### config.mk
export PLATFORM = sky130hd
export DESIGN_NAME = alu_issue_controller
export DESIGN_NICKNAME = d
export VERILOG_FILES = /design/src/rtl/alu_pkg.sv /design/src/rtl/alu_cond_eval.sv /design/src/rtl/alu_issue_controller.sv
export SDC_FILE = /design/constraint.sdc
export NUM_CORES = 1
export LEC_CHECK = 0
export CAP_MARGIN = 25
export CORE_MARGIN = 2
export CORE_UTILIZATION = 30
export DETAILED_ROUTE_END_ITERATION = 8
export PLACE_DENSITY_LB_ADDON = 0.1
export SETUP_SLACK_MARGIN = 0.1
export SLEW_MARGIN = 10
export SYNTH_ARGS = -nofsm -noshare
export SYNTH_HDL_FRONTEND = slang
export SYNTH_SLANG_ARGS = --single-unit
### constraint.sdc
create_clock -name clk -period 1.69 [get_ports clk]
set_input_delay 0.169 -clock clk [delete_from_list [all_inputs] [get_ports clk]]
set_output_delay 0.169 -clock clk [all_outputs]
set_load 0.01 [all_outputs]
### src/rtl/alu_pkg.sv
// alu_pkg
//  Shared definitions for the ALU issue controller: condition-code values,
//  controller FSM state encoding and bit positions inside the {N,Z,C,V} word.
package alu_pkg;

    // ARM-style condition codes carried on cmd_cond
    localparam logic [3:0] COND_EQ = 4'h0;
    localparam logic [3:0] COND_NE = 4'h1;
    localparam logic [3:0] COND_CS = 4'h2;
    localparam logic [3:0] COND_CC = 4'h3;
    localparam logic [3:0] COND_MI = 4'h4;
    localparam logic [3:0] COND_PL = 4'h5;
    localparam logic [3:0] COND_VS = 4'h6;
    localparam logic [3:0] COND_VC = 4'h7;
    localparam logic [3:0] COND_HI = 4'h8;
    localparam logic [3:0] COND_LS = 4'h9;
    localparam logic [3:0] COND_GE = 4'hA;
    localparam logic [3:0] COND_LT = 4'hB;
    localparam logic [3:0] COND_GT = 4'hC;
    localparam logic [3:0] COND_LE = 4'hD;
    localparam logic [3:0] COND_AL = 4'hE;
    localparam logic [3:0] COND_NV = 4'hF;

    // Bit positions inside an NZCV nibble
    localparam int FLAG_N = 3;
    localparam int FLAG_Z = 2;
    localparam int FLAG_C = 1;
    localparam int FLAG_V = 0;

    typedef enum logic [1:0] {
        ST_IDLE = 2'd0,
        ST_EXEC = 2'd1,
        ST_RESP = 2'd2
    } state_t;

endpackage

### src/rtl/alu_cond_eval.sv
// alu_cond_eval
//  Purely combinational condition check: decides whether an operation with
//  condition code 'cond' executes given the current status flags.
//  Ports:
//   cond  in  4  condition code (COND_EQ..COND_NV)
//   nzcv  in  4  status flags {N,Z,C,V}
//   pass  out 1  1 when the condition holds
module alu_cond_eval
    import alu_pkg::*;
(
    input  logic [3:0] cond,
    input  logic [3:0] nzcv,
    output logic       pass
);

    logic n, z, c, v;

    assign n = nzcv[FLAG_N];
    assign z = nzcv[FLAG_Z];
    assign c = nzcv[FLAG_C];
    assign v = nzcv[FLAG_V];

    always_comb begin
        pass = 1'b0;
        case (cond)
            COND_EQ: pass = z;
            COND_NE: pass = !z;
            COND_CS: pass = c;
            COND_CC: pass = !c;
            COND_MI: pass = n;
            COND_PL: pass = !n;
            COND_VS: pass = v;
            COND_VC: pass = !v;
            COND_HI: pass = c && !z;
            COND_LS: pass = !c || z;
            COND_GE: pass = (n == v);
            COND_LT: pass = (n != v);
            COND_GT: pass = !z && (n == v);
            COND_LE: pass = z || (n != v);
            COND_AL: pass = 1'b1;
            default: pass = 1'b0;   // COND_NV
        endcase
    end

endmodule

### src/rtl/alu_issue_controller.sv
// alu_issue_controller
//  Issue/flag-holding side of a W-bit ALU. Takes one command per handshake,
//  registers operands and ALU_Control toward the external ALU, lets the ALU
//  settle for one cycle, then captures Result/NZCV into a response buffer.
//  Conditional execution is evaluated against the flags present at the
//  acceptance edge, so an op never sees its own flags.
//  Ports:
//   clk, rst_n                  clock, async active-low reset
//   cmd_valid/cmd_ready         command handshake
//   cmd_op, cmd_cond, cmd_setf  ALU_Control, condition code, flag-update enable
//   cmd_a, cmd_b                operands
//   alu_InA, alu_InB, alu_ctrl  registered drive toward the ALU
//   alu_Result, alu_NZCV        ALU outputs
//   rsp_valid/rsp_ready         response handshake
//   rsp_result, rsp_nzcv, rsp_exec  response payload
//   flags                       live status register {N,Z,C,V}
//   exec_count                  executed-op counter, wraps silently
module alu_issue_controller
    import alu_pkg::*;
#(
    parameter int W     = 5,
    parameter int CNT_W = 16
) (
    input  logic             clk,
    input  logic             rst_n,
    input  logic             cmd_valid,
    output logic             cmd_ready,
    input  logic [2:0]       cmd_op,
    input  logic [3:0]       cmd_cond,
    input  logic             cmd_setf,
    input  logic [W-1:0]     cmd_a,
    input  logic [W-1:0]     cmd_b,
    output logic [W-1:0]     alu_InA,
    output logic [W-1:0]     alu_InB,
    output logic [2:0]       alu_ctrl,
    input  logic [W-1:0]     alu_Result,
    input  logic [3:0]       alu_NZCV,
    output logic             rsp_valid,
    input  logic             rsp_ready,
    output logic [W-1:0]     rsp_result,
    output logic [3:0]       rsp_nzcv,
    output logic             rsp_exec,
    output logic [3:0]       flags,
    output logic [CNT_W-1:0] exec_count
);

    state_t           state_reg;
    logic             cmd_ready_reg;
    logic [W-1:0]     ina_reg;
    logic [W-1:0]     inb_reg;
    logic [2:0]       ctrl_reg;
    logic             pass_reg;
    logic             setf_reg;
    logic             rsp_valid_reg;
    logic [W-1:0]     rsp_result_reg;
    logic [3:0]       rsp_nzcv_reg;
    logic             rsp_exec_reg;
    logic [3:0]       flags_reg;
    logic [CNT_W-1:0] exec_count_reg;
    logic             cond_pass;

    alu_cond_eval u_cond_eval (
        .cond (cmd_cond),
        .nzcv (flags_reg),
        .pass (cond_pass)
    );

    always_ff @(posedge clk or negedge rst_n) begin
        if (!rst_n) begin
            state_reg      <= ST_IDLE;
            cmd_ready_reg  <= 1'b0;
            ina_reg        <= '0;
            inb_reg        <= '0;
            ctrl_reg       <= '0;
            pass_reg       <= 1'b0;
            setf_reg       <= 1'b0;
            rsp_valid_reg  <= 1'b0;
            rsp_result_reg <= '0;
            rsp_nzcv_reg   <= '0;
            rsp_exec_reg   <= 1'b0;
            flags_reg      <= '0;
            exec_count_reg <= '0;
        end else begin
            case (state_reg)
                ST_IDLE: begin
                    // cmd_ready rises one cycle after reset release
                    cmd_ready_reg <= 1'b1;
                    if (cmd_valid && cmd_ready_reg) begin
                        ina_reg       <= cmd_a;
                        inb_reg       <= cmd_b;
                        ctrl_reg      <= cmd_op;
                        pass_reg      <= cond_pass;
                        setf_reg      <= cmd_setf;
                        cmd_ready_reg <= 1'b0;
                        state_reg     <= ST_EXEC;
                    end
                end
                ST_EXEC: begin
                    // ALU has had a full cycle to settle on the registered inputs
                    if (pass_reg) begin
                        rsp_result_reg <= alu_Result;
                        rsp_exec_reg   <= 1'b1;
                        exec_count_reg <= exec_count_reg + CNT_W'(1);
                        if (setf_reg) begin
                            flags_reg    <= alu_NZCV;
                            rsp_nzcv_reg <= alu_NZCV;
                        end else begin
                            rsp_nzcv_reg <= flags_reg;
                        end
                    end else begin
                        rsp_result_reg <= '0;
                        rsp_exec_reg   <= 1'b0;
                        rsp_nzcv_reg   <= flags_reg;
                    end
                    rsp_valid_reg <= 1'b1;
                    state_reg     <= ST_RESP;
                end
                ST_RESP: begin
                    if (rsp_ready) begin
                        rsp_valid_reg <= 1'b0;
                        cmd_ready_reg <= 1'b1;
                        state_reg     <= ST_IDLE;
                    end
                end
                default: begin
                    cmd_ready_reg <= 1'b0;
                    rsp_valid_reg <= 1'b0;
                    state_reg     <= ST_IDLE;
                end
            endcase
        end
    end

    assign cmd_ready  = cmd_ready_reg;
    assign alu_InA    = ina_reg;
    assign alu_InB    = inb_reg;
    assign alu_ctrl   = ctrl_reg;
    assign rsp_valid  = rsp_valid_reg;
    assign rsp_result = rsp_result_reg;
    assign rsp_nzcv   = rsp_nzcv_reg;
    assign rsp_exec   = rsp_exec_reg;
    assign flags      = flags_reg;
    assign exec_count = exec_count_reg;

endmodule

==> results by group <==
Outcome
  • Result of the run: finished clean

Synthesis
  • Async set-or-reset flop fraction in the synthesized netlist: 1.00
  • Cell types occupying the most area after synthesis: dfrtp_1, mux2_2, xnor2_1
  • Post-synth top flop: dfrtp_1
  • Yosys reg bits: 45
  • Count of distinct cell types in the synthesized netlist: 36
  • Number of synthesized flops with an enable pin: 0
  • Sequential fraction of the synthesis area: 0.559
  • Yosys warning count: 0
  • Post-synthesis cell area: approximately 2000 µm²
  • Synthesized area divided by synthesized cell count: 11.9 µm²
  • Fraction of post-synthesis cell area in the top cell type by area: 0.559
  • Mapped Nets: about 200
  • Largest area contributor in the netlist: dfrtp_1
  • Post-synthesis instance total: ~170

Route
  • WL final: 4380 µm
  • First-pass detailed-route iteration total: 4
  • Residual DRC count: 0
  • Number of vias after detailed routing: 1,525
  • Average via count per standard cell: between 4 and 5
  • Iteration-0 DRC Markers: 55
  • Number of antenna-violating nets in the routed design: 0
  • Average wire length per cell after detail routing: about 13 µm

Clock network
  • Buffer depth of the longest clock path: 2
  • Insertion delay of the later-clocked pin in the worst-skew pair: 290 ps
  • Clock tree sinks: 45
  • Clock transition at path regs: 90 ps
  • Total CTS buffers: 5
  • CTS tree: yes
  • Library cell used as clock root buffer: clkbuf_8
  • Clock H-tree levels: 2

Setup path
  • Cell chain of the critical path: clkdlybuf4s50_1
  • Bufs and invs on worst path: 1
  • Critical Path Source Type: flip-flop
  • Kind of end point of the critical path: output pin
  • Required time of the critical path: 1520 ps
  • Launching element of the worst setup path: flags[3]
  • Data arrival time of the worst path: between 1000 and 1500 ps
  • Reg2reg path depth: 6
  • Critical path type: flip-flop to output pin
  • Worst flop-to-flop path startpoint: state_reg[1]
  • Largest fanout on the critical path: 6
  • Number of logic stages on the critical path including buffering: 1
  • Delay of the slowest cell on the worst path: 580 ps
  • Cell type group with the largest total delay on the critical path: buffers and inverters
  • Critical-path cell with the highest stage delay: clkdlybuf4s50_1

Placed design
  • Final GP Congestion: 0.750
  • Post-detailed-placement cell area: 2900 µm²
  • Minimum setup slack after placement: 35.7 ps
  • Detailed placement HPWL: between 3000 and 4000 µm
  • Inst Count DP: 325
  • Input/output buffers: 75

Global route
  • Global route overflow: 0
  • Number of antenna violations at the first check in global routing: 0
  • Gr usage total: 0.126
  • Global-route track usage on met1: 0.167
  • Layer with the highest usage: met2
  • GR Util met2: 0.193
  • Maximum number of pins on one net before global-route repair: 30
  • Global routing met3 resource utilization: 0.0356
  • Wire length of the first global-routing pass: 7240 µm
  • Via count of the first global-routing pass: approximately 1,500

Floorplan
  • Starting utilization of the core area: 0.314
  • Die footprint: 7390 µm²
  • Number of rows in the core area: 29
  • I/O pins: 76
  • Area of the placeable core: 6420 µm²
  • Height of the chip: 85.9 µm
  • Horiz. Die Dim: between 80 and 90 µm

Final layout
  • Count of antenna diodes in the layout: 0
  • Total number of nets in the final design: 289
  • Layout cells sized above 1: 0.190
  • Count of non-filler cells in the finished layout: 335
  • Fill count: ~600
  • Post-route standard cell area excluding fillers: 3050 µm²
  • Area taken by flip-flops and latches: 1130 µm²
  • Largest register FFs: 16
  • Layout area overhead: 51.3%
  • Multi-input gate area in the final layout: 815 µm²

Job
  • Max-cap viol count: 0

STA
  • Final-report max-slew violation count: 0
  • Crit path setup slack, layout: roughly 190 ps
  • Number of hold violations in the final report: 0
  • Count of final setup violators: 0
  • Share of the clock period used by the worst path: 0.887
  • Actual slew at the worst max-slew pin: ~400 ps
  • Unrepaired setup endpoints after global routing: yes
  • Final critical-path required period: 1500 ps
  • Worst slew slack as a fraction of its limit: 0.735
  • Max frequency: 667 MHz
  • Setup TNS: 0 ps
  • Final Skew: 10.1 ps

Power and ir drop
  • Power Density: 1520 nW/µm²
  • Worst VDD drop: a little under 900 µV
  • Static Leakage: 1.29 nW

Min path
  • Type of the worst min-delay path: input port to asynchronous set/reset pin
[logic make-up after synthesis]
kind of cell / after synthesis / synth area share
XOR/XNOR: 18 / 0.0783
buffers and inverters: 13 / 0.0404
AND/OR/NAND/NOR: 55 / 0.148
adder cells (fa/ha/maj): 1 / 0.00621
AO/OA/AOI/OAI: 15 / 0.0466
multiplexers: 22 / 0.121
flip-flops: 45 / 0.559
[metal layers]
metal | wire length (µm) | vias up | share of wire
li1 | - | 756 | -
met1 | 1980 | 717 | 0.45
met2 | 2090 | 45 | 0.48
met3 | 254 | 7 | 0.058
met4 | 53 | 0 | 0.012
met5 | 0 | - | 0
[worst paths after layout]
path	end	slack, ps
min in group clk	rsp_result[1]	440
hold reg to reg	exec_count[15]	470
setup / recovery	flags[3]	190
hold / removal	exec_count[12]	320
max in group asynchronous	flags[0]	860
setup reg to reg	pass_reg	220
[worst reg2reg max path: cells and delay by family, from the launching register on]
| family | cells | cell delay (ps) |
|---|---|---|
| simple gates | 3 | 530 |
| flops | 1 | 380 |
| buf+inv | 2 | 310 |
| compound gates | 1 | 120 |
[synthesized netlist by cell type, types with 2 or more instances]
cell type,instances
dfrtp_1,45
nand2_1,25
mux2_2,19
xnor2_1,14
o21ai_0,7
nand3_1,5
buf_4,4
nor3_1,4
xor2_1,4
and4_1,3
inv_1,3
mux2i_1,3
nand4_1,3
nor2_1,3
buf_2,2
buf_6,2
clkbuf_1,2
nor3_2,2
o21a_1,2
[repair_timing]
item | in CTS | in global routing
hold endpoints to repair | 16 | 0
buffers inserted | 0 | 1
hold buffers | 1 | 0
gates resized for setup | 0 | 4
pin swaps | 1 | 1
setup endpoints to repair | 3 | 12
[where the power goes]
part / switching, mW / internal [mW] / leakage (nW) / total, mW
combinational: 0.791 / 1.25 / 0.666 / 2.04
sequential: 0.301 / 1.46 / 0.563 / 1.76
clock: 0.349 / 0.482 / 0.0585 / 0.831
total: 1.44 / 3.20 / 1.29 / 4.64
[layout by cell type, fill, tap and decap left out, drive strengths merged, types with 2 or more instances in the layout]
| master | count |
|---|---|
| nand4 | 3 |
| nor3 | 6 |
| buf | 16 |
| nand2 | 25 |
| mux2 | 19 |
| clkdlybuf4s50 | 74 |
| clkbuf | 7 |
| nand3 | 5 |
| and4 | 3 |
| nor4 | 2 |
| mux2i | 3 |
| xnor2 | 14 |
| xor2 | 4 |
| nor2 | 4 |
| inv | 3 |
| o21ai | 7 |
| dfrtp | 45 |
| o21a | 2 |
[area by class of cell]
class | count | share of cell area
Sequential cell | 45 | 0.370
Timing Repair Buffer | 91 | 0.289
Inverter | 3 | 0.00369
Clock buffer | 7 | 0.0283
Multi-Input combinational cell | 111 | 0.267
Clock inverter | 1 | 0.00985
Tap cell | 77 | 0.0316
[per-stage QoR]
stage          utilization  hold slack (ps)  power (mW)
3_5_place_dp         0.452              120        3.85
5_1_grt              0.475              367        4.95
6_report             0.475              323        4.64
4_1_cts              0.472              327        4.71
2_1_floorplan            -             -127        2.77
3_3_place_gp         0.452              126        3.84
No activity file was read; power rests on OpenSTA's default activity.
